### src/rtl/uart_pkg.sv
// Shared UART receiver definitions: FSM states, oversampling and sample points.
package uart_pkg;

  localparam int OVERSAMPLE = 16;

  // Mid-bit sample points; the bit decision is taken at SAMPLE_HI.
  localparam logic [3:0] SAMPLE_LO  = 4'd7;
  localparam logic [3:0] SAMPLE_MID = 4'd8;
  localparam logic [3:0] SAMPLE_HI  = 4'd9;

  typedef enum logic [2:0] {
    IDLE,
    START,
    DATA,
    STOP,
    WAIT_IDLE
  } state_t;

  // Two-out-of-three vote over the mid-bit samples.
  function automatic logic maj3(input logic a, input logic b, input logic c);
    return (a & b) | (a & c) | (b & c);
  endfunction

endpackage

### src/rtl/uart_rx_sync_2ff.sv
// Two-flop synchronizer for the asynchronous rx line; resets to idle (high).
module sync_2ff (
  input  logic clk,
  input  logic rst,
  input  logic i_d,
  output logic o_q
);

  logic r_meta;
  logic r_sync;

  // Two-stage capture; reset to 1 so a reset never looks like a start edge.
  always_ff @(posedge clk or posedge rst) begin
    if (rst) begin
      r_meta <= 1'b1;
      r_sync <= 1'b1;
    end else begin
      r_meta <= i_d;
      r_sync <= r_meta;
    end
  end

  assign o_q = r_sync;

endmodule

### src/rtl/uart_rx.sv
// UART receiver: x16 oversampled, 3-sample majority vote, LSB-first data,
// one stop bit. Pulses data_valid on a good frame, frame_err on a low stop bit.
module uart_rx #(
  parameter int DATA_BITS  = 8,
  parameter int OVERSAMPLE = uart_pkg::OVERSAMPLE
) (
  input  logic                 clk,
  input  logic                 rst,
  input  logic                 tick,
  input  logic                 rx,
  output logic [DATA_BITS-1:0] data_out,
  output logic                 data_valid,
  output logic                 frame_err,
  output logic                 busy
);
  import uart_pkg::*;

  localparam logic [3:0] CNT_LAST = 4'(OVERSAMPLE - 1);
  localparam logic [3:0] BIT_LAST = 4'(DATA_BITS - 1);

  logic                 w_rx_s;
  state_t               r_state,  w_state;
  logic [3:0]           r_cnt,    w_cnt;
  logic [3:0]           r_bit,    w_bit;
  logic [DATA_BITS-1:0] r_shift,  w_shift;
  logic                 r_s_lo,   w_s_lo;
  logic                 r_s_mid,  w_s_mid;
  logic [DATA_BITS-1:0] r_data,   w_data;
  logic                 r_valid,  w_valid;
  logic                 r_ferr,   w_ferr;
  logic                 w_maj;
  logic                 w_wrap;

  sync_2ff u_sync (
    .clk (clk),
    .rst (rst),
    .i_d (rx),
    .o_q (w_rx_s)
  );

  // Vote uses the two stored samples plus the live count-9 sample.
  assign w_maj  = maj3(r_s_lo, r_s_mid, w_rx_s);
  assign w_wrap = (r_cnt == CNT_LAST);

  // Next-state and datapath decisions; nothing moves except on a tick.
  always_comb begin
    w_state = r_state;
    w_cnt   = r_cnt;
    w_bit   = r_bit;
    w_shift = r_shift;
    w_s_lo  = r_s_lo;
    w_s_mid = r_s_mid;
    w_data  = r_data;
    w_valid = 1'b0;
    w_ferr  = 1'b0;
    if (tick) begin
      if (r_state != IDLE && r_state != WAIT_IDLE) begin
        w_cnt = w_wrap ? 4'd0 : r_cnt + 4'd1;
        if (r_cnt == SAMPLE_LO)  w_s_lo  = w_rx_s;
        if (r_cnt == SAMPLE_MID) w_s_mid = w_rx_s;
      end
      case (r_state)
        IDLE: begin
          // The detecting tick is count 0, so the next tick is count 1.
          if (!w_rx_s) begin
            w_state = START;
            w_cnt   = 4'd1;
            w_bit   = 4'd0;
          end
        end
        START: begin
          if (r_cnt == SAMPLE_HI && w_maj) begin
            w_state = IDLE;
            w_cnt   = 4'd0;
          end else if (w_wrap) begin
            w_state = DATA;
            w_bit   = 4'd0;
          end
        end
        DATA: begin
          if (r_cnt == SAMPLE_HI) w_shift = {w_maj, r_shift[DATA_BITS-1:1]};
          if (w_wrap) begin
            if (r_bit == BIT_LAST) w_state = STOP;
            else                   w_bit   = r_bit + 4'd1;
          end
        end
        STOP: begin
          // Leave at mid-stop so a following start bit is caught without a gap.
          if (r_cnt == SAMPLE_HI) begin
            w_cnt = 4'd0;
            if (w_maj) begin
              w_data  = r_shift;
              w_valid = 1'b1;
              w_state = IDLE;
            end else begin
              w_ferr  = 1'b1;
              w_state = WAIT_IDLE;
            end
          end
        end
        WAIT_IDLE: begin
          if (w_rx_s) w_state = IDLE;
        end
        default: w_state = IDLE;
      endcase
    end
  end

  // State and datapath registers; reset aborts any frame in flight.
  always_ff @(posedge clk or posedge rst) begin
    if (rst) begin
      r_state <= IDLE;
      r_cnt   <= '0;
      r_bit   <= '0;
      r_shift <= '0;
      r_s_lo  <= 1'b1;
      r_s_mid <= 1'b1;
      r_data  <= '0;
      r_valid <= 1'b0;
      r_ferr  <= 1'b0;
    end else begin
      r_state <= w_state;
      r_cnt   <= w_cnt;
      r_bit   <= w_bit;
      r_shift <= w_shift;
      r_s_lo  <= w_s_lo;
      r_s_mid <= w_s_mid;
      r_data  <= w_data;
      r_valid <= w_valid;
      r_ferr  <= w_ferr;
    end
  end

  assign data_out   = r_data;
  assign data_valid = r_valid;
  assign frame_err  = r_ferr;
  assign busy       = (r_state != IDLE);

endmodule

### config.mk
export PLATFORM = sky130hd
export DESIGN_NAME = uart_rx
export DESIGN_NICKNAME = d
export VERILOG_FILES = /design/src/rtl/uart_pkg.sv /design/src/rtl/uart_rx_sync_2ff.sv /design/src/rtl/uart_rx.sv
export SDC_FILE = /design/constraint.sdc
export NUM_CORES = 1
export LEC_CHECK = 0
export ABC_AREA = 1
export CAP_MARGIN = 15
export CORE_MARGIN = 3
export CORE_UTILIZATION = 51
export CTS_CLUSTER_DIAMETER = 30
export DETAILED_ROUTE_END_ITERATION = 10
export PLACE_DENSITY = 0.86
export SLEW_MARGIN = 5
export SYNTH_ARGS = -nofsm -noshare
export SYNTH_HDL_FRONTEND = slang
export SYNTH_SLANG_ARGS = --single-unit
### constraint.sdc
create_clock -name clk -period 1.4 [get_ports clk]
set_input_delay 0.28 -clock clk [delete_from_list [all_inputs] [get_ports clk]]
set_output_delay 0.28 -clock clk [all_outputs]
set_load 0.02 [all_outputs]
==> results of run 1 <==
[tightest hold or removal path, cell delays in order]
cell and delay [ns]:
clkdlybuf4s50_1 0.40, inv_1 0.09, buf_12 0.21
[how the worst min path moves through the flow]
| stage | to | slack (ns) | cells past startpoint |
|---|---|---|---|
| after floorplan | u_sync.r_meta$_DFF_PP1_ | 0.28 | 0 |
| after global placement | u_sync.o_q$_DFF_PP1_ | 0.35 | 0 |
| after detailed placement | u_sync.o_q$_DFF_PP1_ | 0.35 | 0 |
| after CTS | data_out[2]$_DFFE_PP0P_ | 0.28 | 3 |
| after global routing | data_out[6]$_DFFE_PP0P_ | 0.30 | 3 |
| final | data_out[2]$_DFFE_PP0P_ | 0.28 | 3 |
[synth_stat cells, drive strengths merged]
library cell,instances,area [sq um]
buf,3,30.03
nand2,72,277.8
a21oi,4,23.77
ha,4,50.05
xor2,1,8.760
nand3b,1,7.510
nand3,15,102.6
or2,2,12.51
nor2,14,75.07
clkinv,1,3.750
dfrtp,29,725.7
nor3,2,10.01
dfstp,4,105.1
inv,22,82.57
o21ai,21,150.1
nand4,5,46.29
[state kept, by name, summed over array words and instances, names as in the netlist]
| signal | flops |
|---|---|
| r_cnt | 4 |
| data_valid | 1 |
| u_sync.r_meta | 1 |
| r_s_lo | 1 |
| r_bit | 4 |
| data_out | 8 |
| r_state | 3 |
| frame_err | 1 |
| u_sync.o_q | 1 |
| r_shift | 8 |
| r_s_mid | 1 |
[metrics by stage]
step | total power (W) | utilization
after global routing | 0.003130 | 0.8088
after detailed placement | 0.001968 | 0.6592
after CTS | 0.002726 | 0.7520
after global placement | 0.001935 | 0.6592
after floorplan | 0.001601 | -
final | 0.002979 | 0.8088
[area by class of cell]
cell class	instances	area [sq um]	area share
well taps	44	55.05	0.02176
clock inverters	3	17.52	0.006924
multi-input cells	143	1039	0.4105
inverters	23	98.84	0.03907
repair buffers	51	449.2	0.1775
clock buffers	5	37.54	0.01484
flip-flops and latches	33	833.3	0.3294
[per-layer routing]
metal,vias to the layer above,part of all wire,track usage
met3,43,0.078,0.07206
met4,0,0.070,0.1806
li1,758,-,-
met5,-,0,0
met1,835,0.37,0.2886
met2,123,0.48,0.4297
[repair_timing]
item | CTS | global route
cloned | 1 | 1
resized for setup | 58 | 41
setup endpoints to repair | 36 | 31
setup buffers | 9 | 6
endpoints found under the hold margin | 0 | 0
hold buffers | 0 | 0
pin swaps | 11 | 17
[kinds of logic (layout without fill, tap and decap cells)]
logic type | after synthesis | count (layout) | synth area share
AND/OR/NAND/NOR | 111 | 113 | 0.3107
flip-flops | 33 | 33 | 0.4854
buffers and inverters | 26 | 82 | 0.06798
AO/OA/AOI/OAI | 25 | 25 | 0.1016
adder cells (fa/ha/maj) | 4 | 4 | 0.02924
XOR/XNOR | 1 | 1 | 0.005118
[power groups by stage]
stage	clock network [W]	registers (W)	logic, W
2_1_floorplan	0	0.00113	0.000469
3_3_place_gp	0	0.00111	0.000821
3_5_place_dp	0	0.00112	0.000849
4_1_cts	0.000514	0.00112	0.00110
5_1_grt	0.000573	0.00115	0.00140
6_report	0.000510	0.00115	0.00132
==> results.json, run 1 <==
{
  "status": "finished, violations left",
  "violations": "negative setup slack",
  "hold_slack_ns": 0.2785,
  "first_iter_violations": 148,
  "ant_nets": 0,
  "pre_cts_ws_ns": -0.2462,
  "htreeDepth": 2,
  "switching_share": 0.4045,
  "cpLargestDelayFamily": "simple AND/OR/NAND/NOR gates",
  "cp-start-kind": "register",
  "n_antenna_cell": 0,
  "die_h_um": 63.93,
  "r2r_end": "data_out[3]$_DFFE_PP0P_",
  "grt_pass1_vias": 1697,
  "initial_core_util": 0.5472,
  "ys_seq_elements": 33,
  "reg2reg_depth": 7,
  "synth_cell_types": 27,
  "power.internal_w": 0.001774,
  "nNetsFinal": 265,
  "timing.max_cap.violations": 0,
  "crit_path_start": "r_cnt[0]$_DFFE_PP0P_",
  "r2r_setup_slack_ns": -0.14,
  "num_rows": 20,
  "switching_power_w": 0.001205,
  "end_kind": "register",
  "fin_ws_ns": -0.1376,
  "remaining_drc_errors": 0,
  "layout_common_cells": "40 x nand2_1, 29 x buf_4, 27 x dfrtp_1",
  "dp.cells": 278,
  "post-route-period-util": 1.098,
  "max_slew.worst_pin.slew_ns": 0.3233,
  "crit_chain": "ha_4 > nand3_4 > inv_6 > buf_12 > nand4_4 > nand2_2 > o21ai_2",
  "syn_to_final_growth_pct": 47.81,
  "final_common_cell": "nand2_1",
  "pwr_density_cell_nw_per_um2": 1177,
  "critPathBufInv": 2,
  "io_buffers": 14,
  "p_comb_frac": 0.442,
  "arrival_ns": 1.76,
  "p_leak_nw": 1.260,
  "post_drt_wl_per_cell_um": 19.07,
  "antenna_found_initial": 0,
  "core_sq_um": 3128,
  "grt_max_degree": 34,
  "finalInstanceArea_sq_um": 2530,
  "synth.avg_cell_area_sq_um": 8.558,
  "cts_sinks": 33,
  "period_minus_slack_ns": 1.538,
  "setup_violations": 29,
  "rsz0062_at_grt": "true",
  "hpwl_um": 2547,
  "fin_skew_ns": 0.01693,
  "track_usage": 0.2606,
  "syn_area_sq_um": 1712,
  "first_pass_iters": 4,
  "critPathMaxStageDelay_ns": 0.47,
  "via_per_inst": 5.825,
  "seq_power_share": 0.386,
  "relSlewSlack": 0.7838,
  "worstPathRequired_ns": 1.62,
  "crit_type": "reg2reg",
  "die_area_sq_um": 4087,
  "die_x_um": 63.93,
  "synth_warnings": 0,
  "fillers": 174,
  "hold_path.class": "in2async",
  "cts_tree": "yes",
  "io-pin-count": 15,
  "netlist_instances": 200,
  "worstSkewPairLatency_ns": 0.34,
  "finalWirelength_um": 5758,
  "num_vias": 1759,
  "cts-root-buf": "clkbuf_4",
  "path_clk_slew_ns": 0.11,
  "cts_buffers": 5,
  "final_cells": 302,
  "tns_ns": -2.280,
  "routabilityCongestion": 0.9048,
  "ir_worst_vdd_v": 0.001013,
  "reg2reg_from": "r_cnt[0]$_DFFE_PP0P_",
  "worstPathMaxFanout": 8,
  "clock_path_buffers": 2,
  "finalHoldViolCount": 0,
  "grt_pass1_wl_um": 8121,
  "synth_seq_area_share": 0.4854,
  "max_freq_mhz": 650.4,
  "slew_viol_final": 0,
  "layout-drive-gt1-share": 0.5078,
  "slowest_stage": "dfrtp_2",
  "placed_area_sq_um": 2062,
  "grt_overflow_total": 0,
  "path_depth": 7,
  "clkPwrFrac": 0.171,
  "synthesis.nets": 208,
  "crit_end": "data_out[3]$_DFFE_PP0P_"
}
(Power assumes the default switching activity.)
==> run 2, diff against run 1 <==
--- a/config.mk
+++ b/config.mk
@@ -7,7 +7,6 @@
 export LEC_CHECK = 0
 export ABC_AREA = 1
 export CAP_MARGIN = 15
-export CORE_MARGIN = 3
 export CORE_UTILIZATION = 51
 export CTS_CLUSTER_DIAMETER = 30
 export DETAILED_ROUTE_END_ITERATION = 10
==> run 2 against run 1 <==
Net effect: the flow still finishes with violations (negative setup slack); routed wire length is 21% lower; worst hold slack worse by 0.0053 ns; combinational power is 12% lower; via count is 10% lower; register-to-register slack hardly changed; die area is 12% lower; largest cell class unchanged; largest power group unchanged.
==> results.json, run 2 (synthesis results as in run 1) <==
{
  "grt_max_degree": 34,
  "slew_viol_final": 0,
  "pwr_density_cell_nw_per_um2": 1268,
  "io_buffers": 14,
  "die_area_sq_um": 3592,
  "setup_violations": 21,
  "dp.cells": 275,
  "grt_use_met1": 0.3156,
  "grt_pass1_wl_um": 6568,
  "finalWirelength_um": 4534,
  "fin_skew_ns": 0.009440,
  "core_sq_um": 3128,
  "num_rows": 20,
  "p_leak_nw": 1.196,
  "hold_slack_ns": 0.2732,
  "regArea_sq_um": 832.0,
  "hold_path.class": "in2async",
  "cp-start-kind": "register",
  "r2r_end": "r_cnt[1]$_DFFE_PP0P_",
  "track_usage": 0.2583,
  "groute.layer.met2.usage": 0.4270,
  "n_antenna_cell": 0,
  "timing.max_cap.violations": 0,
  "path_clk_slew_ns": 0.11,
  "ant_nets": 0,
  "finalHoldViolCount": 0,
  "first_iter_violations": 93,
  "max_freq_mhz": 654.3,
  "first_pass_iters": 4,
  "io-pin-count": 15,
  "cts_sinks": 33,
  "reg2reg_depth": 9,
  "routabilityCongestion": 0.8817,
  "remaining_drc_errors": 0,
  "syn_to_final_growth_pct": 40.64,
  "r2r_setup_slack_ns": -0.13,
  "grt_pass1_vias": 1442,
  "final_common_cell": "nand2_1",
  "period_minus_slack_ns": 1.528,
  "ir_worst_vdd_v": 0.0007470,
  "clock_path_buffers": 2,
  "max_slew.worst_pin.slew_ns": 0.2809,
  "cts_buffers": 5,
  "htreeDepth": 2,
  "nNetsFinal": 259,
  "die_x_um": 59.93,
  "reg2reg_from": "r_cnt[1]$_DFFE_PP0P_",
  "num_vias": 1579,
  "crit_chain": "inv_2 > ha_4 > nand3_4 > clkinv_4 > nand2_4 > nand2_2 > nand3b_1 > nor2_4 > nor2_2",
  "antenna_found_initial": 0,
  "rsz0062_at_grt": "true",
  "relSlewSlack": 0.8107,
  "fin_ws_ns": -0.1283,
  "layout-drive-gt1-share": 0.4167,
  "use_met3": 0.06061,
  "post_drt_wl_per_cell_um": 15.32,
  "post-route-period-util": 1.092,
  "multi_input_area_sq_um": 945.9,
  "worstSkewPairLatency_ns": 0.34,
  "initial_core_util": 0.5472,
  "die_h_um": 59.93,
  "crit_type": "reg2reg",
  "worstPathMaxFanout": 3,
  "cts_hold_buf": 0,
  "cts_tree": "yes",
  "arrival_ns": 1.76,
  "layout_common_cells": "55 x nand2_1, 28 x dfrtp_1, 27 x buf_4",
  "final_cells": 296,
  "end_kind": "register",
  "finalInstanceArea_sq_um": 2407,
  "slowest_stage": "dfrtp_1",
  "fillers": 200,
  "critPathMaxStageDelay_ns": 0.43,
  "cts-root-buf": "clkbuf_4",
  "placed_area_sq_um": 2039,
  "hpwl_um": 2419,
  "grt_overflow_total": 0,
  "status": "finished, violations left",
  "violations": "negative setup slack",
  "worstPathRequired_ns": 1.63,
  "via_per_inst": 5.334,
  "grt_busiest_layer": "met2"
}
[run 2: cell types whose count changed in the layout (fill, tap and decap cells not counted), moves of 3 or more]
cell	change
nand3_2	-3
nand2_4	-11
nand2_2	-5
nand2_1	+15
[run 2: worst max-delay path by stage]
stage	from	to	slack, ns	cells past startpoint
floorplan	r_cnt[1]$_DFFE_PP0P_	r_cnt[1]$_DFFE_PP0P_	0.06	9
global placement	tick	r_shift[6]$_DFFE_PP0P_	-0.21	6
detailed placement	tick	r_shift[6]$_DFFE_PP0P_	-0.25	6
CTS	r_cnt[1]$_DFFE_PP0P_	r_cnt[1]$_DFFE_PP0P_	-0.03	9
global route	r_state[1]$_DFFE_PP0P_	r_state[2]$_DFFE_PP0P_	-0.15	10
finish	r_cnt[1]$_DFFE_PP0P_	r_cnt[1]$_DFFE_PP0P_	-0.13	9
[run 2: metrics by stage]
step,setup TNS [ns],power [W],worst slack (ns),util
finish,-0.9704,0.003052,-0.1283,0.7696
global route,-2.342,0.003187,-0.1538,0.7696
CTS,-0.05081,0.002849,-0.02908,0.7228
detailed placement,-5.172,0.001935,-0.2523,0.6520
global placement,-4.480,0.001910,-0.2060,0.6520
floorplan,0,0.001601,0.05532,-
[run 2: critical path: cells and delay by family (launching register included)]
family / cells / cell delay [ns]
buffers and inverters: 2 / 0.20
and+or+nand+nor: 6 / 0.64
adders and majority gates: 1 / 0.14
DFF: 1 / 0.43
[run 2: area by class of cell]
class | instances | area share
clock inverters | 1 | 0.01247
flip-flops and latches | 33 | 0.3456
multi-input cells | 142 | 0.3929
repair buffers | 46 | 0.1622
clock buffers | 7 | 0.02287
well taps | 44 | 0.02287
inverters | 23 | 0.04106
[run 2: power breakdown]
| part | switching [W] | internal [W] |
|---|---|---|
| logic | 0.000647 | 0.000511 |
| registers | 0.0000845 | 0.00104 |
| clock network | 0.000339 | 0.000426 |
| total | 0.00107 | 0.00198 |
[run 2: what timing repair did]
| item | in CTS | in global routing |
|---|---|---|
| buffers inserted | 3 | 9 |
| pin swaps | 9 | 14 |
| resized for setup | 44 | 25 |
| endpoints found under the setup margin | 38 | 20 |
| gates cloned | 1 | 0 |
[run 2: layer usage]
layer  wire, um  vias up
met1       1811      753
met4         99        0
met5          0        -
met3        242       15
met2       2380       67
li1           -      744
==> run 3, diff against run 2 <==
--- a/config.mk
+++ b/config.mk
@@ -7,10 +7,10 @@
 export LEC_CHECK = 0
 export ABC_AREA = 1
 export CAP_MARGIN = 15
-export CORE_UTILIZATION = 51
+export CORE_UTILIZATION = 55
 export CTS_CLUSTER_DIAMETER = 30
 export DETAILED_ROUTE_END_ITERATION = 10
-export PLACE_DENSITY = 0.86
+export PLACE_DENSITY = 0.88
 export SLEW_MARGIN = 5
 export SYNTH_ARGS = -nofsm -noshare
 export SYNTH_HDL_FRONTEND = slang
==> constraint.sdc (replaced) <==
create_clock -name clk -period 1.96 [get_ports clk]
set_input_delay 0.392 -clock clk [delete_from_list [all_inputs] [get_ports clk]]
set_output_delay 0.392 -clock clk [all_outputs]
set_load 0.02 [all_outputs]
==> run 3 against run 2 <==
Net effect: the flow finishes with violations (design-rule violations); final area shrank 19%; sequential share of layout area grew 7.9 points; clock power shrank 52%; worst hold slack gained 0.091 ns.
==> results.json, run 3 (synthesis results as in run 1) <==
{
  "status": "finished, violations left",
  "violations": "design-rule violations",
  "cts_buffers": 5,
  "fin_ws_ns": 0.1785,
  "num_rows": 19,
  "crit_type": "reg2out",
  "layout_common_cells": "69 x nand2_1, 29 x dfrtp_1, 18 x inv_1",
  "finalWirelength_um": 2980,
  "whs_endpoint": "u_sync.o_q$_DFF_PP1_",
  "finalHoldViolCount": 0,
  "timing.max_cap.violations": 0,
  "tns_ns": 0,
  "grt_pass1_vias": 1230,
  "end_kind": "output pin",
  "cts_sinks": 33,
  "final_common_cell": "nand2_1",
  "io-pin-count": 15,
  "max_freq_mhz": 561.3,
  "remaining_drc_errors": 1,
  "p_leak_nw": 0.9528,
  "io_buffers": 14,
  "fillers": 240,
  "antenna_found_initial": 0,
  "crit_chain": "nor2_2 > nand2_1 > dlygate4sd2_1",
  "hpwl_um": 2218,
  "num_vias": 1331,
  "htreeDepth": 2,
  "reg2reg_depth": 9,
  "worstSkewPairLatency_ns": 0.34,
  "r2r_setup_slack_ns": 0.41,
  "first_pass_iters": 7,
  "cpLargestDelayFamily": "flip-flops",
  "hold_path.class": "reg2reg",
  "ant_nets": 0,
  "pre_cts_ws_ns": 0.1750,
  "via_per_inst": 5.220,
  "arrival_ns": 1.39,
  "initial_core_util": 0.6000,
  "grt_overflow_total": 0,
  "slowest_stage": "dfrtp_1",
  "hold_path_depth": 0,
  "cts-root-buf": "clkbuf_4",
  "core_sq_um": 2853,
  "first_iter_violations": 68,
  "syn_to_final_growth_pct": 14.18,
  "max_slew.worst_pin.slew_ns": 0.3906,
  "clock_path_buffers": 2,
  "track_usage": 0.2080,
  "post-route-period-util": 0.9089,
  "path_clk_slew_ns": 0.11,
  "nNetsFinal": 231,
  "fin_skew_ns": 0.01424,
  "critPathMaxStageDelay_ns": 0.40,
  "pwr_density_cell_nw_per_um2": 838.3,
  "period_minus_slack_ns": 1.782,
  "post_drt_wl_per_cell_um": 11.69,
  "cp-start-kind": "register",
  "cts_tree": "yes",
  "ir_worst_vdd_v": 0.0005779,
  "finalInstanceArea_sq_um": 1954,
  "r2r_end": "r_cnt[1]$_DFFE_PP0P_",
  "relSlewSlack": 0.7396,
  "slew_viol_final": 0,
  "grt_max_degree": 34,
  "rsz0062_at_grt": "false",
  "setup_violations": 0,
  "die_area_sq_um": 3339,
  "reg2reg_from": "r_cnt[1]$_DFFE_PP0P_",
  "worstPathRequired_ns": 1.57,
  "critPathBufInv": 1,
  "post_cts_buffers": 0,
  "die_h_um": 57.79,
  "die_x_um": 57.79,
  "routabilityCongestion": 0.9575,
  "placed_area_sq_um": 1898,
  "grt_pass1_wl_um": 5244,
  "layout-drive-gt1-share": 0.2232,
  "hold_path.startpoint": "u_sync.r_meta$_DFF_PP1_",
  "n_antenna_cell": 0,
  "worstPathMaxFanout": 4
}
[run 3: cell types whose count changed in the layout (fill, tap and decap cells not counted), moves of 3 or more]
cell and delta:
buf_4 -22, buf_6 -4, clkdlybuf4s50_1 +10, dlygate4sd2_1 -9, nand2_1 +14, nand2_2 -12
nand3_4 -3, nor2_1 +5, nor2_4 -7
[run 3: per-layer routing]
layer | up-vias | GRT usage | share of wire
met5 | - | 0 | 0
met4 | 0 | 0.07823 | 0.018
met3 | 6 | 0.06027 | 0.050
met2 | 26 | 0.3189 | 0.45
met1 | 615 | 0.2836 | 0.49
li1 | 684 | - | -
[run 3: area by class of cell]
cell class / instances / area [sq um] / share of cell area
multi-input cells: 141 / 767.0 / 0.3924
well taps: 31 / 38.79 / 0.01985
clock buffers: 5 / 37.54 / 0.01921
clock inverters: 3 / 17.52 / 0.008963
inverters: 23 / 86.33 / 0.04417
repair buffers: 19 / 176.4 / 0.09027
flip-flops and latches: 33 / 830.8 / 0.4251
[run 3: where the power goes]
group | internal [W] | switching, W | total, W
Combinational | 0.000164 | 0.000301 | 0.000465
Clock | 0.000135 | 0.000236 | 0.000371
Sequential | 0.000743 | 0.0000587 | 0.000802
Total | 0.00104 | 0.000596 | 0.00164
[run 3: how the worst max path moves through the flow]
stage,endpoint,slack [ns],cells past startpoint,start
2_1_floorplan,r_cnt[1]$_DFFE_PP0P_,0.62,9,r_cnt[1]$_DFFE_PP0P_
3_3_place_gp,r_shift[6]$_DFFE_PP0P_,0.20,6,tick
3_5_place_dp,r_shift[6]$_DFFE_PP0P_,0.18,6,tick
4_1_cts,busy,0.18,3,r_state[0]$_DFFE_PP0P_
5_1_grt,busy,0.13,3,r_state[0]$_DFFE_PP0P_
6_report,busy,0.18,3,r_state[0]$_DFFE_PP0P_
[run 3: timing repair]
action                                  in CTS  in global routing
hold buffers                                 0                  0
resized for setup                            2                  0
endpoints found under the setup margin       1                  0
[run 3: stage by stage]
stage          utilization  total power, W  hold WS, ns  cells
2_1_floorplan            -        0.001144       0.3452    200
3_3_place_gp        0.6654        0.001264       0.3456    247
3_5_place_dp        0.6654        0.001276       0.3515    247
4_1_cts             0.6851        0.001651       0.3659    255
5_1_grt             0.6851        0.001753       0.3690    255
6_report            0.6851        0.001638       0.3644    255
